**config.mk**
```make
export PLATFORM = sky130hd
export DESIGN_NAME = hit_win_ctrl
export DESIGN_NICKNAME = d
export VERILOG_FILES = /design/src/rtl/hit_win_pkg.sv /design/src/rtl/hit_win_trig.sv /design/src/rtl/hit_win_ctrl.sv
export SDC_FILE = /design/constraint.sdc
export NUM_CORES = 1
export LEC_CHECK = 0
export ABC_AREA = 1
export ABC_CLOCK_PERIOD_IN_PS = 3800
export BUFFER_PORTS_ARGS = -buffer_cell sky130_fd_sc_hd__buf_2
export CORE_ASPECT_RATIO = 0.5
export CORE_UTILIZATION = 25
export CTS_BUF_LIST = sky130_fd_sc_hd__clkbuf_4 sky130_fd_sc_hd__clkbuf_8
export CTS_CLUSTER_SIZE = 30
export DETAILED_ROUTE_END_ITERATION = 12
export GPL_TIMING_DRIVEN = 0
export PLACE_DENSITY_LB_ADDON = 0.05
export SYNTH_ARGS = -nofsm -noshare
export SYNTH_HDL_FRONTEND = slang
export SYNTH_SLANG_ARGS = --single-unit
```
**constraint.sdc**
```tcl
create_clock -name clk_sys -period 3.8 [get_ports clk_sys]
set_input_delay 0 -clock clk_sys [delete_from_list [all_inputs] [get_ports clk_sys]]
set_output_delay 0 -clock clk_sys [all_outputs]
set_load 0.03 [all_outputs]
```
**src/rtl/hit_win_pkg.sv**
```systemverilog
// Shared definitions for the hit/lock window sequencer: default widths
// and the 3-bit state codes reported on stu_state.
package hit_win_pkg;

  localparam int DW_DEF = 16;
  localparam int CW_DEF = 16;

  localparam logic [2:0] ST_IDLE  = 3'd0;
  localparam logic [2:0] ST_ARMED = 3'd1;
  localparam logic [2:0] ST_HIT   = 3'd2;
  localparam logic [2:0] ST_LOCK  = 3'd3;
  localparam logic [2:0] ST_HOLD  = 3'd4;

  typedef enum logic [2:0] {
    S_IDLE  = ST_IDLE,
    S_ARMED = ST_ARMED,
    S_HIT   = ST_HIT,
    S_LOCK  = ST_LOCK,
    S_HOLD  = ST_HOLD
  } state_e;

endpackage

```
**src/rtl/hit_win_trig.sv**
```systemverilog
// Rising threshold-crossing detector. Keeps the last qualified sample and
// flags a sample that reaches th while the previous one was below th.
// set_ones forces the previous sample to all-ones so a level that is already
// above threshold cannot fire; a fresh low-then-high crossing is needed.
module hit_win_trig #(
  parameter int DW = 16
) (
  input  logic          clk,
  input  logic          clr,
  input  logic          set_ones,
  input  logic          sm_vld,
  input  logic [DW-1:0] sm_data,
  input  logic [DW-1:0] th,
  output logic          trig
);

  logic [DW-1:0] prev_q;

  // previous-sample register; only qualified samples are remembered
  always_ff @(posedge clk) begin
    if (clr) begin
      prev_q <= '0;
    end else if (set_ones) begin
      prev_q <= '1;
    end else if (sm_vld) begin
      prev_q <= sm_data;
    end
  end

  assign trig = sm_vld & (sm_data >= th) & (prev_q < th);

endmodule

```
**src/rtl/hit_win_ctrl.sv**
```systemverilog
// Hit/lock window sequencer. Arms on cmd_arm, waits for a rising threshold
// crossing on sm_data, then plays HIT -> LOCK -> HOLD using one shared
// down-counter loaded from config latched at the trigger.
// Optional feature macro: HIT_WIN_AUTO_REARM_EN (end of sequence returns to
// ARMED with the previous sample forced to all-ones instead of going IDLE).
//
// Interface qualifiers: sm_vld marks a sample as valid in the cycle it is
// high and ph_vld is a one-cycle event; neither has a ready/backpressure
// path, every qualified cycle is consumed.
module hit_win_ctrl
  import hit_win_pkg::*;
#(
  parameter int DW = DW_DEF,
  parameter int CW = CW_DEF
) (
  input  logic          clk_sys,
  input  logic          rst,
  input  logic [DW-1:0] sm_data,
  input  logic          sm_vld,
  input  logic [DW-1:0] cfg_trig_th,
  input  logic [CW-1:0] cfg_hit_len,
  input  logic [CW-1:0] cfg_lock_len,
  input  logic [CW-1:0] cfg_holdoff,
  input  logic          cmd_arm,
  input  logic          cmd_abort,
  input  logic          ph_vld,
  output logic          stu_now_hit,
  output logic          stu_now_lock,
  output logic [2:0]    stu_state,
  output logic [15:0]   stu_win_cnt,
  output logic          busy
);

`ifdef HIT_WIN_AUTO_REARM_EN
  localparam bit AUTO_REARM = 1'b1;
`else
  localparam bit AUTO_REARM = 1'b0;
`endif

  state_e        state_q, state_d;
  logic [CW-1:0] cnt_q, cnt_d;
  logic [CW-1:0] lock_len_q, lock_len_d;
  logic [CW-1:0] holdoff_q, holdoff_d;
  logic          hit_q, lock_q, busy_q;
  logic [15:0]   win_cnt_q;
  logic          trig;
  logic          set_ones;
  logic          end_seq;
  logic [CW-1:0] hit_len_eff;

  // a zero hit length still yields one hit cycle
  assign hit_len_eff = (cfg_hit_len == '0) ? CW'(1) : cfg_hit_len;

  hit_win_trig #(.DW(DW)) u_trig (
    .clk      (clk_sys),
    .clr      (rst),
    .set_ones (set_ones),
    .sm_vld   (sm_vld),
    .sm_data  (sm_data),
    .th       (cfg_trig_th),
    .trig     (trig)
  );

  // next-state, counter reload and latched-config selection
  always_comb begin
    state_d    = state_q;
    cnt_d      = cnt_q;
    lock_len_d = lock_len_q;
    holdoff_d  = holdoff_q;
    end_seq    = 1'b0;
    set_ones   = 1'b0;
    case (state_q)
      S_IDLE: begin
        if (cmd_arm) state_d = S_ARMED;
      end
      S_ARMED: begin
        if (trig) begin
          state_d    = S_HIT;
          cnt_d      = hit_len_eff;
          lock_len_d = cfg_lock_len;
          holdoff_d  = cfg_holdoff;
        end
      end
      S_HIT: begin
        if (cnt_q <= CW'(1)) begin
          if (lock_len_q != '0) begin
            state_d = S_LOCK;
            cnt_d   = lock_len_q;
          end else if (holdoff_q != '0) begin
            state_d = S_HOLD;
            cnt_d   = holdoff_q;
          end else begin
            end_seq = 1'b1;
          end
        end else begin
          cnt_d = cnt_q - CW'(1);
        end
      end
      S_LOCK: begin
        if (cnt_q <= CW'(1)) begin
          if (holdoff_q != '0) begin
            state_d = S_HOLD;
            cnt_d   = holdoff_q;
          end else begin
            end_seq = 1'b1;
          end
        end else begin
          cnt_d = cnt_q - CW'(1);
        end
      end
      S_HOLD: begin
        if (cnt_q <= CW'(1)) begin
          end_seq = 1'b1;
        end else begin
          cnt_d = cnt_q - CW'(1);
        end
      end
      default: state_d = S_IDLE;
    endcase

    if (end_seq) begin
      state_d  = AUTO_REARM ? S_ARMED : S_IDLE;
      set_ones = AUTO_REARM;
    end

    // abort overrides arm, trigger and end-of-sequence
    if (cmd_abort) begin
      state_d  = S_IDLE;
      set_ones = 1'b0;
    end
  end

  // state, counter, latched config and registered window outputs
  always_ff @(posedge clk_sys) begin
    if (rst) begin
      state_q    <= S_IDLE;
      cnt_q      <= '0;
      lock_len_q <= '0;
      holdoff_q  <= '0;
      hit_q      <= 1'b0;
      lock_q     <= 1'b0;
      busy_q     <= 1'b0;
    end else begin
      state_q    <= state_d;
      cnt_q      <= cnt_d;
      lock_len_q <= lock_len_d;
      holdoff_q  <= holdoff_d;
      hit_q      <= (state_d == S_HIT);
      lock_q     <= (state_d == S_LOCK);
      busy_q     <= (state_d != S_IDLE);
    end
  end

  // free-running count of result-valid pulses, independent of state
  always_ff @(posedge clk_sys) begin
    if (rst) begin
      win_cnt_q <= '0;
    end else if (ph_vld) begin
      win_cnt_q <= win_cnt_q + 16'd1;
    end
  end

  assign stu_now_hit  = hit_q;
  assign stu_now_lock = lock_q;
  assign stu_state    = state_q;
  assign stu_win_cnt  = win_cnt_q;
  assign busy         = busy_q;

endmodule

```
==> metrics.yaml, run 1 <==
final_net_count: 1145
drt_drc_violations_left: 0
synth_area_sq_mm: 0.00532
power_report.internal_total_uw: 1480
synth_cell_types: 36
grt_pass1_vias: 5739
drtIter0Drc: 232
ctsHtreeMaxLevel: 3
timing.critical_path.slowest_stage_cell: "sky130_fd_sc_hd__dfxtp_1"
track_usage_pct: 18.2
core_region_sq_mm: 0.0207
critPathKind: "reg -> reg"
fmaxAchievable_mhz: 441
power.net_switching_uw: 728
grt_setup_unrepaired: "false"
period_needed_ns: 2.27
floorplan.initialDensity_pct: 25.7
final_layout_size_suffix_gt1_share_pct: 14.7
crit_buf_inv: 4
dp_hpwl_um: 15000
p_leak_uw: 0.00338
post-route-period-util_pct: 59.7
numClockSinks: 86
gpl_wtd_cong: 0.867
antenna_found_initial: 1
worst_setup_ep_type: "register"
report.final.hold_viol_count: 0
route.final.wire_length_um: 19200
type_of_the_tightest_min_delay_check: "in -> reg"
synth.ff_latch_count: 86
cp_max_fo: 10
placement.io_buffers: 107
grt_start_max_net_pins: 14
power.share.combinational_pct: 24.5
antenna_cells_inserted: 0
synthesis.yosys.warnings: 0
grt_first_pass_wirelength_um: 30800
ant_nets: 0
vdd_ir_drop_max_uv: 127
syn_nets: 968
setup_crit_start_kind: "register"
drtPass1Iterations: 4
via_per_inst: 4.44
wl_per_cell_um: 14.7
r2r_slack_ns: 1.53
number_of_hold_repair_buffers_added_at_the_cts_stage: 59
r2r-start: "cnt_q[1]"
crit_path_end: "cnt_q[5]"
synth-seq-area-share_pct: 32.3
layout_overhead_on_the_synthesized_area_pct: 31.3
timing_max_transition_violations_final: 0
post_cts_resized: 0
critical_path.max_stage_delay_ns: 0.33
cts_tree: "done"
report.final.setup_viol: 0
timing.critical_path.arrival_ns: 2.55
fraction_of_power_spent_switching_nets_pct: 32.9
seqPwrFrac_pct: 43.8
die_area_sq_mm: 0.0219
tightest_slew_ns: 0.765
floorplan.rows: 37
die_w_um: 208
cp_top_family: "simple AND/OR/NAND/NOR gates"
regToRegEndpoint: "cnt_q[5]"
ios: 108
floorplan.die.height_um: 105
cap_violations: 0
status: "finished, final reports clean"
post_cts_setup_repair_bufs: 0
synth_area_per_cell_sq_um: 6.28
timing.hold.worst.start: "cfg_hit_len[3]"
crit_path_cell_count: 16
power_per_cell_area_mw_per_mm2: 316
clk_buf_depth: 2
finalSetupTns_ns: 0
crit_path_start: "cnt_q[1]"
cts_inserted_buffers: 9
clkTransAtPathRegs_ns: 0.10
worst_slew_margin_rel_pct: 48.5
skew_ns: 0.0215
detailroute.via_count: 5781
r2r.worst_path.cells: 16
overflow: 0
insertion_delay_ns: 0.38
timing.critical_path.required_ns: 4.09
ctsRootBufferMaster: "sky130_fd_sc_hd__clkbuf_8"
worstPathCellList: "inv_1 > ha_1 > inv_1 > nand2_1 > nand3_1 > nor2_2 > nand3_2 > nand2_1 > inv_2 > buf_2 > nand2_1 > nand2_1 > nor2_1 > nor2_1 > nor2_1 > nor2_1"
power.share.clock_pct: 31.7
postSynthCellCount: 848
min_hold_slack_ns: 0.0177
layer usage:
layer | wire length, um | part of all wire [%] | GRT usage (%)
met2 | 8360 | 44 | 29.3
met3 | 617 | 3.2 | 3.82
met1 | 10000 | 52 | 24.9
met4 | 174 | 0.91 | 3.60
met5 | 13 | 0.068 | 0
how the worst min path moves through the flow:
| stage | cells past startpoint | to |
|---|---|---|
| global route | 5 | cnt_q[3] |
| floorplan | 1 | stu_win_cnt[14] |
| CTS | 5 | cnt_q[3] |
| global placement | 3 | u_trig.prev_q[3] |
| finish | 5 | cnt_q[3] |
| detailed placement | 3 | u_trig.prev_q[3] |
worst min-delay path, stage by stage:
cell and delay [ns]:
sky130_fd_sc_hd__buf_2 0.10, sky130_fd_sc_hd__nor2_1 0.04, sky130_fd_sc_hd__nor2_1 0.10, sky130_fd_sc_hd__nor2_1 0.05
sky130_fd_sc_hd__nor2_1 0.08
state kept, by name, indices dropped and copies added (netlist names):
register,cells
lock_len_q,16
stu_now_hit,1
stu_win_cnt,16
stu_state,3
cnt_q,16
holdoff_q,16
stu_now_lock,1
u_trig.prev_q,16
busy,1
cells by family (layout without fill, tap and decap cells):
group / count (synthesis) / in the layout / synth area share, %
AOI/OAI and AO/OA: 123 / 123 / 12.1
and+or+nand+nor: 489 / 489 / 37.8
adders and majority gates: 34 / 34 / 7.99
xor gates and xnor gates: 7 / 7 / 1.15
DFF: 86 / 86 / 32.3
buffers and inverters: 109 / 289 / 8.58
placed cells by master, fill, tap and decap left out, types with 2 or more instances in the layout:
master / synthesis / final
sky130_fd_sc_hd__nand2_1: 183 / 183
sky130_fd_sc_hd__buf_2: 7 / 114
sky130_fd_sc_hd__clkbuf_1: 14 / 14
sky130_fd_sc_hd__nand3b_1: 3 / 3
sky130_fd_sc_hd__dfxtp_1: 86 / 86
sky130_fd_sc_hd__nor4_1: 4 / 4
sky130_fd_sc_hd__a21oi_1: 35 / 35
sky130_fd_sc_hd__o21ai_0: 76 / 76
sky130_fd_sc_hd__xor2_1: 6 / 6
sky130_fd_sc_hd__clkinvlp_4: 0 / 2
sky130_fd_sc_hd__ha_1: 34 / 34
sky130_fd_sc_hd__dlygate4sd3_1: 0 / 59
sky130_fd_sc_hd__nand3_1: 47 / 47
sky130_fd_sc_hd__nor2_1: 213 / 213
sky130_fd_sc_hd__inv_2: 3 / 3
sky130_fd_sc_hd__or2_2: 2 / 2
sky130_fd_sc_hd__nor2_2: 4 / 4
sky130_fd_sc_hd__buf_6: 4 / 4
sky130_fd_sc_hd__o21a_1: 2 / 2
sky130_fd_sc_hd__clkbuf_8: 0 / 11
sky130_fd_sc_hd__nand4_1: 18 / 18
sky130_fd_sc_hd__buf_4: 2 / 2
sky130_fd_sc_hd__a31oi_1: 3 / 3
sky130_fd_sc_hd__nand2_2: 3 / 3
sky130_fd_sc_hd__nor3_1: 9 / 9
sky130_fd_sc_hd__inv_1: 77 / 77
area by class of cell:
class                   instances  area (sq um)
plain buffers                  27           148
multi-input cells             653          3150
well taps                     273           342
flip-flops and latches         86          1720
fillers                      2350         13700
clock inverters                 3          45.0
inverters                      82           309
repair buffers                166          1130
clock buffers                  11           151
power groups by stage:
stage / logic, uW / clock network (uW) / registers [uW]
6_report: 542 / 700 / 968
5_1_grt: 618 / 772 / 973
4_1_cts: 545 / 739 / 968
3_5_place_dp: 495 / 0 / 989
3_3_place_gp: 494 / 0 / 989
2_1_floorplan: 323 / 0 / 983
stage by stage:
| step | worst slack (ns) | util [%] | power [uW] | instances | area [sq um] |
|---|---|---|---|---|---|
| finish | 1.53 | 33.8 | 2210 | 1301 | 6990 |
| CTS | 1.57 | 33.8 | 2250 | 1301 | 6990 |
| detailed placement | 1.59 | 30.0 | 1480 | 1228 | 6200 |
| floorplan | 2.01 | - | 1310 | 848 | 5320 |
| global placement | 1.57 | 30.0 | 1480 | 1228 | 6200 |
| global route | 1.18 | 33.8 | 2360 | 1301 | 6990 |
synthesized netlist by cell type:
cell	number	area, sq um
sky130_fd_sc_hd__buf_6	4	45.0
sky130_fd_sc_hd__nand4_1	18	113
sky130_fd_sc_hd__o21a_1	2	15.0
sky130_fd_sc_hd__dfxtp_1	86	1720
sky130_fd_sc_hd__a211oi_2	1	12.5
sky130_fd_sc_hd__nor2_1	213	800
sky130_fd_sc_hd__o21bai_1	1	7.51
sky130_fd_sc_hd__a22oi_1	1	7.51
sky130_fd_sc_hd__nor4_1	4	25.0
sky130_fd_sc_hd__o21ba_2	1	10.0
sky130_fd_sc_hd__nand2_1	183	687
sky130_fd_sc_hd__or2_2	2	12.5
sky130_fd_sc_hd__o22ai_1	1	6.26
sky130_fd_sc_hd__nand3b_1	3	22.5
sky130_fd_sc_hd__nand3_1	47	235
sky130_fd_sc_hd__clkbuf_1	14	52.6
sky130_fd_sc_hd__nand3_2	1	10.0
sky130_fd_sc_hd__nand4_2	1	12.5
sky130_fd_sc_hd__a31oi_1	3	18.8
sky130_fd_sc_hd__clkinv_1	1	3.75
sky130_fd_sc_hd__buf_4	2	15.0
sky130_fd_sc_hd__nor3_1	9	45.0
sky130_fd_sc_hd__a21oi_1	35	175
sky130_fd_sc_hd__nor2_2	4	25.0
sky130_fd_sc_hd__xnor2_1	1	8.76
sky130_fd_sc_hd__inv_1	77	289
sky130_fd_sc_hd__clkinv_2	1	5.00
sky130_fd_sc_hd__ha_1	34	425
sky130_fd_sc_hd__a21o_1	1	7.51
sky130_fd_sc_hd__xor2_1	6	52.6
sky130_fd_sc_hd__nor3b_1	1	7.51
sky130_fd_sc_hd__buf_2	7	35.0
sky130_fd_sc_hd__o21ai_0	76	380
sky130_fd_sc_hd__o21ai_1	1	5.00
sky130_fd_sc_hd__inv_2	3	11.3
sky130_fd_sc_hd__nand2_2	3	18.8
No activity file was read; power rests on OpenSTA's default activity.
==> inputs of run 2 (changes only) <==
--- a/config.mk
+++ b/config.mk
@@ -5,8 +5,8 @@
 export SDC_FILE = /design/constraint.sdc
 export NUM_CORES = 1
 export LEC_CHECK = 0
-export ABC_AREA = 1
-export ABC_CLOCK_PERIOD_IN_PS = 3800
+export ABC_AREA = 0
+export ABC_CLOCK_PERIOD_IN_PS = 2200
 export BUFFER_PORTS_ARGS = -buffer_cell sky130_fd_sc_hd__buf_2
 export CORE_ASPECT_RATIO = 0.5
 export CORE_UTILIZATION = 25
==> constraint.sdc (replaced) <==
create_clock -name clk_sys -period 2.2 [get_ports clk_sys]
set_input_delay 0 -clock clk_sys [delete_from_list [all_inputs] [get_ports clk_sys]]
set_output_delay 0 -clock clk_sys [all_outputs]
set_load 0.03 [all_outputs]
==> run 2 against run 1 <==
Against the previous run: the flow now finishes with violations (negative setup slack); die area shrank 9.2%; synthesized cell count shrank 34%; final cell count shrank 22%; first-iteration DRC count shrank 10%; count of clock-buffer cells in the layout grew 2; core utilization grew 3.9 points.
==> metrics.yaml, run 2 <==
final_net_count: 873  # was 1145
dpl_cell_area_sq_mm: 0.00573  # was 0.00620 sq mm
synth_edf_count: 0  # unchanged
final_cell_area_sq_mm: 0.00703  # was 0.00699 sq mm
dp_hpwl_um: 12900  # was 15000 um
synth-seq-area-share_pct: 35.7  # was 32.3%
ys_top_cells_by_area: "sky130_fd_sc_hd__dfxtp_1 (36%), sky130_fd_sc_hd__mux2i_1 (10%), sky130_fd_sc_hd__ha_1 (8.8%)"  # was sky130_fd_sc_hd__dfxtp_1 (32%), sky130_fd_sc_hd__nor2_1 (15%), sky130_fd_sc_hd__nand2_1 (13%)
detailroute.via_count: 4773  # was 5781
synth_cell_types: 60  # was 36
post-route-worst-setup-slack_ns: -0.360  # was 1.53 ns
layout_overhead_on_the_synthesized_area_pct: 45.6  # was 31.3%
worst_setup_ep_type: "register"  # unchanged
worstPathCellList: "ha_4 > a211o_1 > a31oi_4 > o31ai_4 > a221oi_4 > o221ai_4 > nor3_4 > buf_12 > clkbuf_16 > mux2i_1 > nor2_1"  # was inv_1 > ha_1 > inv_1 > nand2_1 > nand3_1 > nor2_2 > nand3_2 > nand2_1 > inv_2 > buf_2 > nand2_1 > nand2_1 > nor2_1 > nor2_1 > nor2_1 > nor2_1
cts_tree: "done"  # unchanged
cts_inserted_buffers: 9  # unchanged
grt_first_pass_wirelength_um: 26500  # was 30800 um
via_per_inst: 4.69  # was 4.44
layout_common_cells: "sky130_fd_sc_hd__buf_2 (105), sky130_fd_sc_hd__nor2_1 (84), sky130_fd_sc_hd__dfxtp_1 (82)"  # was sky130_fd_sc_hd__nor2_1 (213), sky130_fd_sc_hd__nand2_1 (183), sky130_fd_sc_hd__buf_2 (114)
core_region_sq_mm: 0.0187  # was 0.0207 sq mm
ys.flop_type: "sky130_fd_sc_hd__dfxtp_1"  # unchanged
timing.critical_path.arrival_ns: 2.81  # was 2.55 ns
crit_buf_inv: 2  # was 4
synth.cells.most_frequent: "sky130_fd_sc_hd__dfxtp_1 (86), sky130_fd_sc_hd__nor2_1 (86), sky130_fd_sc_hd__mux2i_1 (49)"  # was sky130_fd_sc_hd__nor2_1 (213), sky130_fd_sc_hd__nand2_1 (183), sky130_fd_sc_hd__dfxtp_1 (86)
timing.hold.worst.start: "cfg_hit_len[12]"  # was cfg_hit_len[3]
synthesis.yosys.warnings: 0  # unchanged
cp_max_fo: 8  # was 10
syn_nets: 678  # was 968
timing_max_transition_violations_final: 0  # unchanged
grt_start_max_net_pins: 14  # unchanged
drtIter0Drc: 208  # was 232
p_leak_uw: 0.00295  # was 0.00338 uW
crit_path_start: "u_trig.prev_q[2]"  # was cnt_q[1]
insertion_delay_ns: 0.37  # was 0.38 ns
numClockSinks: 86  # unchanged
fmaxAchievable_mhz: 391  # was 441 MHz
overflow: 0  # unchanged
r2r-start: "u_trig.prev_q[2]"  # was cnt_q[1]
status: "complete, but fails checks"  # was finished, final reports clean
met3WireLength_um: 964  # was 617 um
floorplan.initialDensity_pct: 25.9  # was 25.7%
postSynthCellCount: 558  # was 848
final.fill_count: 1963  # was 2350
drtPass1Iterations: 4  # unchanged
report.final.hold_viol_count: 0  # unchanged
cp_top_family: "compound AO/OA/AOI/OAI gates"  # was simple AND/OR/NAND/NOR gates
finalSetupTns_ns: -16.58  # was 0 ns
ant_nets: 0  # unchanged
clkTransAtPathRegs_ns: 0.09  # was 0.10 ns
grt_pass1_vias: 4752  # was 5739
route.final.wire_length_um: 17400  # was 19200 um
min_hold_slack_ns: 0.0433  # was 0.0177 ns
maxUsedRoutingLayer: "met4"  # was met5
antenna_cells_inserted: 0  # unchanged
clk_buf_depth: 2  # unchanged
vdd_ir_drop_max_uv: 234  # was 127 uV
type_of_the_tightest_min_delay_check: "in -> reg"  # unchanged
wirelength_met1_um: 8500  # was 10000 um
die_area_sq_mm: 0.0199  # was 0.0219 sq mm
critical_path.max_stage_delay_ns: 0.35  # was 0.33 ns
period_needed_ns: 2.56  # was 2.27 ns
wl_per_cell_um: 17.1  # was 14.7 um
synth.ff_latch_count: 86  # unchanged
report.final.setup_viol: 52  # was 0
drt_drc_violations_left: 0  # unchanged
synth_largest_type_area_fraction_pct: 35.7  # was 32.3%
synth_area_per_cell_sq_um: 8.65  # was 6.28 sq um
multi_input_area_sq_mm: 0.00316  # was 0.00315 sq mm
met2WireLength_um: 7670  # was 8360 um
track_usage_pct: 17.7  # was 18.2%
skew_ns: 0.00799  # was 0.0215 ns
ff_latch_area_sq_mm: 0.00173  # was 0.00172 sq mm
floorplan.rows: 35  # was 37
gpl_wtd_cong: 0.834  # was 0.867
post-route-period-util_pct: 116  # was 59.7%
critPathKind: "reg -> reg"  # unchanged
failed_checks: "negative setup slack"
ctsRootBufferMaster: "sky130_fd_sc_hd__clkbuf_8"  # unchanged
mostFrequentLayoutCell: "sky130_fd_sc_hd__buf_2"  # was sky130_fd_sc_hd__nor2_1
timing.critical_path.slowest_stage_cell: "sky130_fd_sc_hd__dfxtp_2"  # was sky130_fd_sc_hd__dfxtp_1
timing.critical_path.required_ns: 2.45  # was 4.09 ns
cap_violations: 0  # unchanged
ys_async_sr_fraction_pct: 0  # unchanged
placement.io_buffers: 105  # was 107
setup_crit_start_kind: "register"  # unchanged
final_layout_size_suffix_gt1_share_pct: 28.6  # was 14.7%
worst_slew_margin_rel_pct: 46.8  # was 48.5%
preCtsSetupSlack_ns: -0.781  # was 1.59 ns
floorplan.die.height_um: 100  # was 105 um
power_per_cell_area_mw_per_mm2: 502  # was 316 mW/mm^2
grt_setup_unrepaired: "true"  # was false
tightest_slew_ns: 0.795  # was 0.765 ns
synth_largest_area_cell: "sky130_fd_sc_hd__dfxtp_1"  # unchanged
synth_area_sq_mm: 0.00483  # was 0.00532 sq mm
ios: 108  # unchanged
antenna_found_initial: 0  # was 1
die_w_um: 199  # was 208 um
ctsHtreeMaxLevel: 3  # unchanged
run 2: routing by layer:
metal  track usage (%)  vias to the layer above
met3              4.33                       16
li1                  -                     2414
met2              28.4                      105
met4              4.02                        0
met1              23.8                     2238
met5                 0                        -
run 2: repair_timing:
action                     4_1_cts  5_1_grt
cloned                           1        4
pin swaps                        7       21
setup buffers                   13       11
hold buffers                    52        0
gates resized for setup         23       46
hold endpoints to repair        57        0
setup endpoints to repair       54       54
run 2: worst reg2reg max path, stage by stage, from the launching register on:
cell                        delay, ns
sky130_fd_sc_hd__dfxtp_2         0.35
sky130_fd_sc_hd__ha_4            0.20
sky130_fd_sc_hd__a211o_1         0.28
sky130_fd_sc_hd__a31oi_4         0.19
sky130_fd_sc_hd__o31ai_4         0.11
sky130_fd_sc_hd__a221oi_4        0.32
sky130_fd_sc_hd__o221ai_4        0.20
sky130_fd_sc_hd__nor3_4          0.20
sky130_fd_sc_hd__buf_12          0.18
sky130_fd_sc_hd__clkbuf_16       0.17
sky130_fd_sc_hd__mux2i_1         0.19
sky130_fd_sc_hd__nor2_1          0.05
run 2: layout make-up:
cell class,count,share of cell area [%]
inverter,25,1.33
multi-input combinational,425,45.0
buffer,20,2.21
tap,259,4.61
clock inverter,3,0.249
sequential,86,24.6
clock buffer,13,2.46
timing repair buffer,186,19.6
run 2: metrics by stage:
step                      power, uW  std cells  utilization, %
after floorplan                2030        558               -
after global placement         2250        922            30.7
after detailed placement       2250        922            30.7
after CTS                      3530       1004            35.8
after global routing           3740       1017            37.7
final                          3530       1017            37.7
run 2: final timing paths:
| path | to | slack, ns | cells after the start |
|---|---|---|---|
| min | cnt_q[12] | 0.04 | 5 |
| max | lock_len_q[5] | -0.36 | 11 |
| max reg2reg | lock_len_q[5] | -0.36 | 11 |
| min reg2reg | cnt_q[3] | 0.49 | 2 |
run 2: cell families after synthesis:
kind of cell	count (synthesis)	synth area share, %
simple gates	203	20.3
xor+xnor	15	2.72
compound gates	124	18.1
flops	86	35.7
mux	49	10.2
buf+inv	47	4.17
fa+ha+maj	34	8.81
run 2: where the power goes:
| part | leakage [uW] | internal, uW | switching [uW] |
|---|---|---|---|
| Sequential | 0.000700 | 1590 | 37.4 |
| Combinational | 0.00215 | 377 | 404 |
| Clock | 0.0000988 | 513 | 603 |
